**src/rtl/product_divider_pkg.sv**
```systemverilog
// product_divider_pkg: shared state encoding and default widths for the product divider
package product_divider_pkg;
    localparam int NUM_W_D = 48;
    localparam int DEN_W_D = 32;
    localparam int CNT_W = $clog2(NUM_W_D);
    typedef enum logic [1:0] {IDLE, CALC, DONE} state_t;
endpackage

```
**src/rtl/product_divider.sv**
```systemverilog
// product_divider: sequential radix-2 restoring divider of the multiplier product by a divisor
module product_divider
    import product_divider_pkg::*;
#(
    parameter int NUM_W = NUM_W_D,
    parameter int DEN_W = DEN_W_D
) (
    input  logic             clk,
    input  logic             rstn,
    input  logic             clr,
    input  logic             in_valid,
    output logic             in_ready,
    input  logic [NUM_W-1:0] in_num,
    input  logic [DEN_W-1:0] in_den,
    output logic             out_valid,
    input  logic             out_ready,
    output logic [NUM_W-1:0] out_quot,
    output logic [DEN_W-1:0] out_rem,
    output logic             out_dbz
);
    localparam int CW = $clog2(NUM_W);
    state_t           r_state, w_next;
    logic [NUM_W-1:0] r_quot;
    logic [DEN_W-1:0] r_rem;
    logic [DEN_W-1:0] r_den;
    logic [CW-1:0]    r_cnt;
    logic             r_dbz;
    logic [DEN_W:0]   w_sh;
    logic [DEN_W-1:0] w_diff;
    logic             w_ge;
    logic             w_last;
    logic             w_acc;
    // the stored remainder is always below den, so its implicit top bit is zero
    assign w_sh   = {r_rem, r_quot[NUM_W-1]};
    assign w_ge   = w_sh >= {1'b0, r_den};
    assign w_diff = w_sh[DEN_W-1:0] - r_den;
    assign w_last = r_cnt == CW'(NUM_W - 1);
    assign w_acc  = r_state == IDLE && in_valid;
    always_ff @(posedge clk or negedge rstn)
        if (!rstn) r_state <= IDLE;
        else       r_state <= w_next;
    always_comb begin
        w_next = clr ? IDLE :
                 r_state == IDLE ? (in_valid ? (in_den == '0 ? DONE : CALC) : IDLE) :
                 r_state == CALC ? (w_last ? DONE : CALC) :
                 (out_ready ? IDLE : DONE);
    end
    always_ff @(posedge clk or negedge rstn)
        if (!rstn) begin
            r_quot <= '0;
            r_rem  <= '0;
            r_den  <= '0;
            r_cnt  <= '0;
            r_dbz  <= 1'b0;
        end else if (!clr) begin
            if (w_acc) begin
                r_quot <= in_den == '0 ? '1 : in_num;
                r_rem  <= '0;
                r_den  <= in_den;
                r_cnt  <= '0;
                r_dbz  <= in_den == '0;
            end else if (r_state == CALC) begin
                r_rem  <= w_ge ? w_diff : w_sh[DEN_W-1:0];
                r_quot <= {r_quot[NUM_W-2:0], w_ge};
                r_cnt  <= r_cnt + 1'b1;
            end
        end
    assign in_ready  = r_state == IDLE;
    assign out_valid = r_state == DONE;
    assign out_quot  = r_quot;
    assign out_rem   = r_rem;
    assign out_dbz   = r_dbz;
endmodule

```
**config.mk**
```make
export PLATFORM = sky130hd
export DESIGN_NAME = product_divider
export DESIGN_NICKNAME = d
export VERILOG_FILES = /design/src/rtl/product_divider_pkg.sv /design/src/rtl/product_divider.sv
export SDC_FILE = /design/constraint.sdc
export NUM_CORES = 1
export LEC_CHECK = 0
export ABC_CLOCK_PERIOD_IN_PS = 3510
export CORE_ASPECT_RATIO = 1.5
export CORE_UTILIZATION = 45
export CTS_CLUSTER_SIZE = 12
export DETAILED_ROUTE_END_ITERATION = 10
export PLACE_DENSITY = 0.82
export SYNTH_ARGS = -nofsm -noshare
export SYNTH_HDL_FRONTEND = slang
export SYNTH_SLANG_ARGS = --single-unit
```
**constraint.sdc**
```tcl
create_clock -name clk -period 3.51 [get_ports clk]
set_input_delay 0.8775 -clock clk [delete_from_list [all_inputs] [get_ports clk]]
set_output_delay 0.8775 -clock clk [all_outputs]
set_load 0.02 [all_outputs]
```
==> reports/metrics.yaml <==
path_max_fanout: 34
grt_pass1_vias: 7093
io_pins: 168
synthArstFlopShare_pct: 100.0
power_leakage_nw: 4.372
holdWs_ns: 0.5025
grt_setup_unrepaired: "no"
routed_wl_mm: 20.76
core-area_um2: 15700
synthesis.nets: 971
synth_area_per_cell_um2: 8.474
syn_to_final_growth_pct: 33.62
clkLatencyLatePin_ns: 0.42
post_cts_resized: 0
grt_antenna_before_repair: 0
fp.dieH_um: 157.1
maxCapViolations: 0
period_share_pct: 89.64
drc: 0
synth_seq_area_share_pct: 41.94
cp-start-kind: "register"
ant_nets: 0
layout_commonest_cell: "clkdlybuf4s50_1"
fin_skew_ns: 0.01142
p_per_area_nw_per_um2: 540.2
fillers: 1346
place_area_um2: 9050
use_met3_pct: 5.921
cts_hold_buf: 0
worstRegToRegCells: 10
grt_first_pass_wirelength_mm: 34.33
hold_viol_final: 0
synthFlopType: "dfrtp_1"
hp-class: "reg2reg"
drt_iter0_markers: 371
via_per_inst: 5.688
drv_slew: 0
synth_area_um2: 7219
clk_pin_slew_ns: 0.06
wl_per_cell_um: 17.11
cts_tree: "done"
synth_cells: 852
dp_hpwl_mm: 14.94
groute.layer.met2.usage_pct: 47.34
max_freq_mhz: 317.8
die_area_um2: 16560
cts-root-buf: "clkbuf_16"
cts_sinks: 121
busiest_layer: "met2"
r2r_slack_ns: 0.36
die_w_um: 105.4
required_ns: 3.81
reg2reg_to: "out_rem[29]$_DFFE_PN0P_"
arrival_ns: 3.45
period_needed_ns: 3.146
peakVddDrop_uv: 394.3
place.gp.congestion: 0.8964
synth_edf_count: 0
slew_headroom_pct: 49.87
cts_inserted_buffers: 17
critPathCaptureType: "register"
drt_pass1_iterations: 4
synth_warnings: 0
insertedDiodeCount: 0
drive_gt1_share_pct: 6.634
netlist-cell-type-count: 62
final_cell_mix: "clkdlybuf4s50_1 (166), nand2_1 (138), dfrtp_1 (121), o21ai_0 (111), a21oi_1 (63)"
use_met1_pct: 28.37
finish.utilization_pct: 61.46
grt_use_total_pct: 26.20
status: "finished clean"
finish.instance_area_um2: 9647
port_buffers: 167
setup.worst_path.end: "out_rem[29]$_DFFE_PN0P_"
vias: 6900
rows: 56
r2r_start: "out_rem[7]$_DFFE_PN0P_"
crit_type: "reg2reg"
worstMarginPinSlew_ns: 0.7441
start_util_pct: 46.00
clockBufferDepth: 2
fin_setup_tns_ns: 0
finalSetupViolCount: 0
final_nets: 1116
htree_levels: 4
synth-seq-cells: 121
crit_path_start: "out_rem[7]$_DFFE_PN0P_"
grt_overflow: 0
grt_max_degree: 101
cts_setup_buffers: 0
metrics by stage:
stage | power (W) | setup slack [ns] | instances
6_report | 0.005211 | 0.3637 | 1213
5_1_grt | 0.005471 | 0.1683 | 1213
4_1_cts | 0.005228 | 0.4112 | 1213
3_5_place_dp | 0.003450 | 0.4039 | 1181
3_3_place_gp | 0.003415 | 0.4483 | 1181
2_1_floorplan | 0.002737 | 0.8466 | 852
where the power goes:
group | internal (W) | switching [W] | total, W | leakage [nW]
Clock | 0.00109 | 0.000682 | 0.00177 | 0.282
Sequential | 0.00164 | 0.000175 | 0.00181 | 1.54
Combinational | 0.000705 | 0.000924 | 0.00163 | 2.55
Total | 0.00343 | 0.00178 | 0.00521 | 4.37
routing by layer:
metal	vias to the layer above	part of all wire, %	wire (um)
met1	3332	37	7730
met5	-	0	0
met3	64	6.1	1257
met2	236	52	10890
met4	0	4.2	875
li1	3268	-	-
synthesized netlist by cell type (9+ instances only):
library cell / n / area (um2)
xor2_1: 11 / 96.34
xnor2_1: 21 / 183.9
mux2i_1: 27 / 270.3
ha_1: 33 / 412.9
inv_1: 39 / 146.4
nor4_1: 11 / 68.82
nor2_1: 61 / 229.0
o21ai_1: 30 / 150.1
a21oi_1: 63 / 315.3
clkbuf_1: 34 / 127.6
dfrtp_1: 121 / 3028
a21o_1: 9 / 67.56
o21ai_0: 111 / 555.5
nand4_1: 11 / 68.82
nand2_1: 138 / 518.0
or3_1: 17 / 106.4
final cells by class:
type | instances | area [um2] | share of cell area [%]
Sequential cell | 121 | 3028 | 31.39
Clock inverter | 13 | 143.9 | 1.492
Inverter | 39 | 146.4 | 1.518
Multi-Input combinational cell | 638 | 3817 | 39.57
Clock buffer | 19 | 452.9 | 4.695
Timing Repair Buffer | 180 | 1804 | 18.70
Tap cell | 203 | 254.0 | 2.633
logic make-up after synthesis:
group | count (synthesis) | share of synthesized area (%)
AND/OR/NAND/NOR | 278 | 17.31
XOR/XNOR | 32 | 3.882
multiplexers | 29 | 4.055
flip-flops | 121 | 41.94
buffers and inverters | 93 | 5.511
adder cells (fa/ha/maj) | 34 | 5.997
AO/OA/AOI/OAI | 265 | 21.30
registers in the layout, summed over array words and instances (netlist names):
signal / count
out_rem: 32
r_state: 2
out_dbz: 1
out_quot: 48
r_den: 32
r_cnt: 6
critical path, cell delays in order (launching register included):
cell	delay (ns)
dfrtp_1	0.43
ha_1	0.40
a21oi_1	0.27
o21ai_0	0.12
a31oi_1	0.22
o211ai_2	0.17
a22oi_2	0.25
a21oi_4	0.12
nor2_8	0.57
nor3_1	0.14
a221o_1	0.32
how the worst min path moves through the flow:
stage / end / start / slack [ns] / cells after the start
floorplan: r_den[0]$_DFFE_PN0P_ / r_den[0]$_DFFE_PN0P_ / 0.48 / 1
global placement: out_quot[1]$_DFFE_PN0P_ / out_quot[1]$_DFFE_PN0P_ / 0.48 / 2
detailed placement: out_quot[37]$_DFFE_PN0P_ / out_quot[37]$_DFFE_PN0P_ / 0.50 / 2
finish: out_quot[1]$_DFFE_PN0P_ / out_quot[1]$_DFFE_PN0P_ / 0.50 / 2
global route: out_dbz$_DFFE_PN0P_ / out_dbz$_DFFE_PN0P_ / 0.52 / 1
CTS: out_dbz$_DFFE_PN0P_ / out_dbz$_DFFE_PN0P_ / 0.51 / 1
Power figures use the tool's default switching activity.
